**src/rtl/team_10_wb_master.sv**
```systemverilog
// team_10_wb_master
//
// Wishbone classic single-transfer bus master. User logic hands over one
// request (read or write) on a valid/ready channel. The block runs it on the
// Wishbone master port and returns the result on a second valid/ready
// channel. Only one transfer is outstanding at a time. A transfer that the
// slave never acknowledges is aborted after TIMEOUT_CYCLES strobe cycles and
// reported with rsp_err=1.
//
// Parameters
//   TIMEOUT_CYCLES : maximum number of strobe cycles without ACK_I before the
//                    transfer is aborted. 0 disables the timeout.
//
// Ports
//   clk_i, nrst          : clock and asynchronous active-low reset
//   req_valid/req_ready  : request handshake
//   req_we               : 1 = write, 0 = read
//   req_adr              : byte address, passed through unmodified
//   req_dat              : write data
//   req_sel              : byte selects
//   rsp_valid/rsp_ready  : response handshake
//   rsp_dat              : read data (0 for writes and timeouts)
//   rsp_err              : 1 = transfer aborted by timeout
//   ADR_O, DAT_O, SEL_O,
//   WE_O, STB_O, CYC_O   : registered Wishbone master outputs
//   DAT_I, ACK_I         : Wishbone master inputs
module team_10_wb_master #(
    parameter int TIMEOUT_CYCLES = 255
) (
    input  logic        clk_i,
    input  logic        nrst,

    input  logic        req_valid,
    output logic        req_ready,
    input  logic        req_we,
    input  logic [31:0] req_adr,
    input  logic [31:0] req_dat,
    input  logic [3:0]  req_sel,

    output logic        rsp_valid,
    input  logic        rsp_ready,
    output logic [31:0] rsp_dat,
    output logic        rsp_err,

    output logic [31:0] ADR_O,
    output logic [31:0] DAT_O,
    output logic [3:0]  SEL_O,
    output logic        WE_O,
    output logic        STB_O,
    output logic        CYC_O,
    input  logic [31:0] DAT_I,
    input  logic        ACK_I
);

    localparam bit TO_EN = (TIMEOUT_CYCLES > 0);
    localparam int CNT_W = TO_EN ? $clog2(TIMEOUT_CYCLES + 1) : 1;
    // The counter holds the number of strobe cycles already completed, so the
    // abort decision is taken in the cycle where it equals TIMEOUT_CYCLES-1;
    // that makes the strobe last exactly TIMEOUT_CYCLES cycles.
    localparam logic [CNT_W-1:0] CNT_LAST = CNT_W'(TO_EN ? TIMEOUT_CYCLES - 1 : 0);

    typedef enum logic [1:0] {
        IDLE = 2'd0,
        BUS  = 2'd1,
        RESP = 2'd2
    } state_t;

    state_t            state_q, state_d;
    logic [CNT_W-1:0]  cnt_q, cnt_d;

    // Registered bus cycle flag; CYC_O and STB_O are identical for a
    // single-transfer classic master.
    logic              bus_q, bus_d;
    logic [31:0]       adr_d, dat_d, rdat_d;
    logic [3:0]        sel_d;
    logic              we_d, rvld_d, rerr_d;
    logic              timeout_hit;

    // req_ready is gated by nrst so it reads 0 while reset is asserted and
    // 1 immediately after release.
    assign req_ready = (state_q == IDLE) && nrst;
    assign STB_O     = bus_q;
    assign CYC_O     = bus_q;

    // ------------------------------------------------------------------
    // Next-state and next-output logic
    // ------------------------------------------------------------------
    always_comb begin
        state_d     = state_q;
        cnt_d       = cnt_q;
        bus_d       = bus_q;
        adr_d       = ADR_O;
        dat_d       = DAT_O;
        sel_d       = SEL_O;
        we_d        = WE_O;
        rvld_d      = rsp_valid;
        rdat_d      = rsp_dat;
        rerr_d      = rsp_err;
        timeout_hit = TO_EN && (cnt_q == CNT_LAST);

        case (state_q)
            IDLE: begin
                if (req_valid && req_ready) begin
                    state_d = BUS;
                    cnt_d   = '0;
                    bus_d   = 1'b1;
                    adr_d   = req_adr;
                    dat_d   = req_dat;
                    sel_d   = req_sel;
                    we_d    = req_we;
                end
            end

            BUS: begin
                // ACK has priority over a timeout falling in the same cycle.
                if (ACK_I || timeout_hit) begin
                    state_d = RESP;
                    bus_d   = 1'b0;
                    adr_d   = '0;
                    dat_d   = '0;
                    sel_d   = '0;
                    we_d    = 1'b0;
                    rvld_d  = 1'b1;
                    if (ACK_I) begin
                        rdat_d = WE_O ? 32'h0 : DAT_I;
                        rerr_d = 1'b0;
                    end else begin
                        rdat_d = 32'h0;
                        rerr_d = 1'b1;
                    end
                end else begin
                    cnt_d = cnt_q + 1'b1;
                end
            end

            RESP: begin
                if (rsp_ready) begin
                    state_d = IDLE;
                    rvld_d  = 1'b0;
                    rdat_d  = 32'h0;
                    rerr_d  = 1'b0;
                end
            end

            default: begin
                state_d = IDLE;
                bus_d   = 1'b0;
                adr_d   = '0;
                dat_d   = '0;
                sel_d   = '0;
                we_d    = 1'b0;
                rvld_d  = 1'b0;
                rdat_d  = 32'h0;
                rerr_d  = 1'b0;
            end
        endcase
    end

    // ------------------------------------------------------------------
    // State and output registers
    // ------------------------------------------------------------------
    always_ff @(posedge clk_i or negedge nrst) begin
        if (!nrst) begin
            state_q   <= IDLE;
            cnt_q     <= '0;
            bus_q     <= 1'b0;
            ADR_O     <= '0;
            DAT_O     <= '0;
            SEL_O     <= '0;
            WE_O      <= 1'b0;
            rsp_valid <= 1'b0;
            rsp_dat   <= '0;
            rsp_err   <= 1'b0;
        end else begin
            state_q   <= state_d;
            cnt_q     <= cnt_d;
            bus_q     <= bus_d;
            ADR_O     <= adr_d;
            DAT_O     <= dat_d;
            SEL_O     <= sel_d;
            WE_O      <= we_d;
            rsp_valid <= rvld_d;
            rsp_dat   <= rdat_d;
            rsp_err   <= rerr_d;
        end
    end

endmodule
```
**config.mk**
```make
export PLATFORM = sky130hd
export DESIGN_NAME = team_10_wb_master
export DESIGN_NICKNAME = d
export VERILOG_FILES = /design/src/rtl/team_10_wb_master.sv
export SDC_FILE = /design/constraint.sdc
export NUM_CORES = 1
export LEC_CHECK = 0
export BUFFER_PORTS_ARGS = -buffer_cell sky130_fd_sc_hd__buf_4
export CAP_MARGIN = 20
export CORE_UTILIZATION = 52
export DETAILED_ROUTE_END_ITERATION = 10
export GPL_ROUTABILITY_DRIVEN = 1
export PLACE_DENSITY = 0.83
export SKIP_LAST_GASP = 1
export SYNTH_ARGS = -nofsm -noshare
export SYNTH_HDL_FRONTEND = slang
export SYNTH_SLANG_ARGS = --single-unit
```
**constraint.sdc**
```tcl
create_clock -name clk_i -period 4.75 [get_ports clk_i]
set_input_delay 0.95 -clock clk_i [delete_from_list [all_inputs] [get_ports clk_i]]
set_output_delay 0.95 -clock clk_i [all_outputs]
set_load 0.02 [all_outputs]
```
# --- Word-level counts from Yosys, hierarchy flattened ---
# Cells that the tools add are included.
# W data, S select, Z words.
totals:
  n_memories: 0
  in_bits: 106
  rom_bits: 0
  latch_bits: 0
  register_bits: 114
  word_cells: 60
  ram_bits: 0
  output_inout_bits: 106
classes:
  n_eq_ne: 7
  n_addsub: 1
  order_cmp: 0
  n_mul: 0
  reduce_logical: 9
  mux: 31
  div_mod_pow: 0
  n_shift: 0
  bitwise: 2
op_table:
  columns: ["op", "n"]
  rows:
  - ["$pmux W32 S3", 3]
  - ["$mux W32", 7]
  - ["$mux W8", 2]
  - ["$pmux W8 S2", 1]
  - ["$pmux W1 S3", 4]
  - ["$pmux W4 S3", 1]
  - ["$reduce_and A3 Y1", 4]
  - ["$add A8 B1 Y8 const B", 1]
  - ["$eq A8 B8 Y1 const B", 1]
  - ["$mux W4", 2]
  - ["$mux W1", 7]
  - ["$mux W2", 3]
  - ["$ne A2 B2 Y1 const B", 3]
  - ["$pmux W2 S3", 1]
  - ["$eq A2 B1 Y1 const B", 1]
  - ["$eq A2 B2 Y1 const B", 1]
  - ["$logic_and A1 B1 Y1", 2]
  - ["$logic_not A2 Y1", 1]
  - ["$ne A2 B1 Y1 const B", 1]
  - ["$not A1 Y1", 2]
  - ["$reduce_bool A2 Y1", 1]
  - ["$logic_or A1 B1 Y1", 1]

# --- Depth between registers and ports, before layout ---
depth:
  depth_word: 5
  mapped_depth: 8
  depth_no_buf: 6

# --- Worst setup path after synthesis ---
# OpenSTA, ideal clock, no wires.
synth_timing:
  path_kind: "input -> output"
  startpoint: "input nrst"
  endpoint: "output req_ready"
  cell_stages: 1
  arrival_ns: 1.471
  n_path_buf: 0
  required_time_ns: 3.800
  path_slack_ns: 2.329
  path_cell_list: "nor3b_1"
synth_between:
  elab_chain_len: 1
synth_rtl:
  columns: ["element", "line", "text"]
  rows:
  - ["from (decl)", "31", "input logic nrst,"]
  - ["$logic_and A1 B1 Y1", "81", "assign req_ready = (state_q == IDLE) && nrst;"]
  - ["to (decl)", "34", "output logic req_ready,"]
# Every way passes these cells.

# --- Final worst setup path ---
# Same ends and word-level chain as after synthesis.

==> impl_metrics.py <==
metrics = {
    "global_routing": {
        "grt_remaining_overflow": 0,
        "grt_start_max_net_pins": 91,
        "grt_first_pass_wirelength_mm": 21.9,
        "grt_antenna_before_repair": 0,
        "grt_pass1_vias": 4388,
        "track_usage_pct": 27.9,
    },
    "synth": {
        "synth.lib_cells_used.distinct": 39,
        "syn-cell-area_um2": 5150,
        "syn_inst": 456,
        "synth.yosys.warnings": 0,
        "synth_top_flop_cell": "sky130_fd_sc_hd__dfrtp_1",
        "synth_async_sr_flop_share_pct": 100,
        "synth_edf_count": 0,
        "postSynthRegisterBits": 114,
        "syn-mean-instance-area_um2": 11.3,
        "sequential_element_share_of_the_synthesized_area_pct": 55.4,
        "synth.net_count": 564,
    },
    "worst_setup_path": {
        "critPathCaptureType": "output port",
        "critPathMaxFanout": 59,
        "critPathKind": "in -> out",
        "cp_data_arrival_time_ns": 2.03,
        "critical_path.reg2reg.endpoint": "DAT_O[17]",
        "critical_path.reg2reg.startpoint": "state_q[0]",
        "critPathRequiredTime_ns": 3.80,
        "reg2regPathDepth": 6,
        "cp-start-kind": "primary input",
        "r2r_slack_ns": 2.55,
    },
    "drt": {
        "postRouteWirelength_mm": 14.0,
        "drcViolationCount": 0,
        "avgViaCountPerCell": 5.43,
        "routed_wire_length_per_instance_um": 17.4,
        "detail_route.first_pass.iterations": 4,
        "drtAntennaViolNets": 0,
        "initialDrtViolationCount": 172,
        "vias": 4354,
    },
    "clock_network": {
        "hold_buffers": 0,
        "sinks_on_the_clock_net": 114,
        "cts_made_buffers": 17,
        "post_cts_buffers": 0,
        "cts_htree_levels": 4,
        "clock_tree_from_tritoncts": "yes",
        "clk_pin_slew_ns": 0.06,
        "clockRootBuffer": "sky130_fd_sc_hd__clkbuf_8",
        "cts-resized-gates": 0,
        "clockBufferDepth": 2,
        "clock_insertion_delay_worst_skew_ns": 0.51,
    },
    "status": {
        "run_status": "finished clean",
    },
    "floorplanning": {
        "die-area_um2": 10300,
        "initial_core_util_pct": 54.7,
        "die_height_um": 102,
        "core.rowCount": 35,
        "core_area_um2": 9420,
        "floorplan.die.width_um": 102,
        "floorplan.io_pins": 212,
    },
    "placed_design": {
        "place.gp.congestion": 0.854,
        "pre_cts_ws_ns": 1.74,
        "placedInstanceArea_um2": 6740,
        "dp.cells": 770,
        "buffer_ports.inserted": 211,
        "post-dp-hpwl_mm": 9.30,
    },
    "timing": {
        "report.final.hold_viol_count": 0,
        "finalMaxSlewViolations": 0,
        "post-route-worst-setup-slack_ns": 1.77,
        "fmaxAchievable_mhz": 336,
        "layout_worst_path_cycle_share_pct": 62.6,
        "totalNegativeSetupSlack_ns": 0,
        "total_of_endpoints_with_negative_setup_slack_in_the_final_report": 0,
        "unrepaired_setup_endpoints_after_global_routing": "no",
        "clock-skew-final_ns": 0.0116,
        "timing_worst_slew_pin_value_ns": 0.889,
        "slew_headroom_pct": 40.8,
        "fin_crit_ns": 2.98,
    },
    "flow_run": {
        "max_cap_viols": 0,
    },
    "layout": {
        "multi_input_comb_area_um2": 2070,
        "insertedDiodeCount": 0,
        "layout.cell_area.non_filler_um2": 7330,
        "final-instance-count-excl-fill": 802,
        "post_route_cells_drive_above_1_share_pct": 38.5,
        "finalNetCount": 768,
        "filler_instances": 628,
        "register_area_um2": 2850,
        "syn2layout_area_growth_pct": 42.2,
    },
    "worst_hold_path": {
        "hp-class": "in -> async",
    },
    "pwr": {
        "p_leak_nw": 3.85,
        "power_density_nw_per_um2": 594,
        "highest_ir_drop_seen_on_vdd_uv": 292,
    },
}
## where the power goes
group          leakage [nW]  switching (W)  internal (W)
Combinational          2.09       0.000860      0.000690
Clock                 0.278       0.000473      0.000782
Sequential             1.48       0.000252       0.00130
## cell type report
cell class              count  share of cell area [%]
flip-flops and latches    114                    38.9
multi-input cells         306                    28.3
clock inverters            13                    2.07
clock buffers              19                    6.03
well taps                 129                    2.20
inverters                   3                   0.154
repair buffers            218                    22.3
## cells in the mapped netlist, types with 5 or more instances
library cell / number / area, µm²
sky130_fd_sc_hd__dfrtp_1: 114 / 2850
sky130_fd_sc_hd__nand2_1: 80 / 300
sky130_fd_sc_hd__mux2i_1: 74 / 741
sky130_fd_sc_hd__o21ai_0: 63 / 315
sky130_fd_sc_hd__a22o_1: 32 / 280
sky130_fd_sc_hd__buf_2: 12 / 60.1
sky130_fd_sc_hd__o21ai_1: 10 / 50.1
sky130_fd_sc_hd__buf_6: 8 / 90.1
sky130_fd_sc_hd__clkbuf_1: 8 / 30.0
sky130_fd_sc_hd__nor2_1: 6 / 22.5
sky130_fd_sc_hd__buf_4: 5 / 37.5
## state kept, by name, summed over array words and instances, names as in the netlist
register   cells
ADR_O         32
CYC_O          1
DAT_O         32
SEL_O          4
WE_O           1
cnt_q          8
rsp_dat       32
rsp_err        1
rsp_valid      1
state_q        2
## layer usage
metal / vias up / global-route usage [%] / part of all wire (%)
li1: 2032 / - / -
met1: 2146 / 32.8 / 39
met3: 28 / 6.21 / 4.8
met2: 148 / 48.9 / 53
met5: - / 0 / 0
met4: 0 / 12.5 / 2.7
## critical path, cell delays in order
cell and delay, ns:
sky130_fd_sc_hd__buf_4 0.57, sky130_fd_sc_hd__nor3b_1 0.29, sky130_fd_sc_hd__buf_4 0.18
## placed cells by master, fill, tap and decap left out, types with 4 or more instances in the layout
cell type / Yosys / final
sky130_fd_sc_hd__a22o_1: 32 / 32
sky130_fd_sc_hd__buf_4: 5 / 218
sky130_fd_sc_hd__o21ai_1: 10 / 10
sky130_fd_sc_hd__clkinv_4: 0 / 4
sky130_fd_sc_hd__nand3_1: 4 / 4
sky130_fd_sc_hd__clkinvlp_4: 0 / 4
sky130_fd_sc_hd__mux2i_1: 74 / 74
sky130_fd_sc_hd__dfrtp_1: 114 / 113
sky130_fd_sc_hd__clkbuf_16: 0 / 16
sky130_fd_sc_hd__nor2_1: 6 / 6
sky130_fd_sc_hd__o211ai_1: 4 / 4
sky130_fd_sc_hd__o21ai_0: 63 / 63
sky130_fd_sc_hd__nand2_1: 80 / 80
## worst max-delay path by stage
stage                     startpoint   endpoint  cells after the start
after CTS                       nrst  req_ready                      3
final                           nrst  req_ready                      3
after global placement          nrst  req_ready                      3
after global routing            nrst  req_ready                      3
after detailed placement        nrst  req_ready                      3
after floorplan                 nrst  req_ready                      1
## through the flow
step	hold WS (ns)	utilization (%)	total power [W]
2_1_floorplan	0.498	-	0.00237
3_3_place_gp	0.486	71.5	0.00304
3_5_place_dp	0.485	71.5	0.00310
4_1_cts	0.504	77.8	0.00438
5_1_grt	0.521	77.8	0.00456
6_report	0.499	77.8	0.00435
## cell families (layout without fill, tap and decap cells)
family / after synthesis / after routing / synth area share (%)
compound gates: 120 / 120 / 15.3
flops: 114 / 114 / 55.4
simple gates: 105 / 105 / 9.15
mux: 74 / 74 / 14.4
buf+inv: 36 / 253 / 4.44
xor+xnor: 5 / 5 / 0.850
fa+ha+maj: 2 / 2 / 0.485
Power figures use the tool's default switching activity.
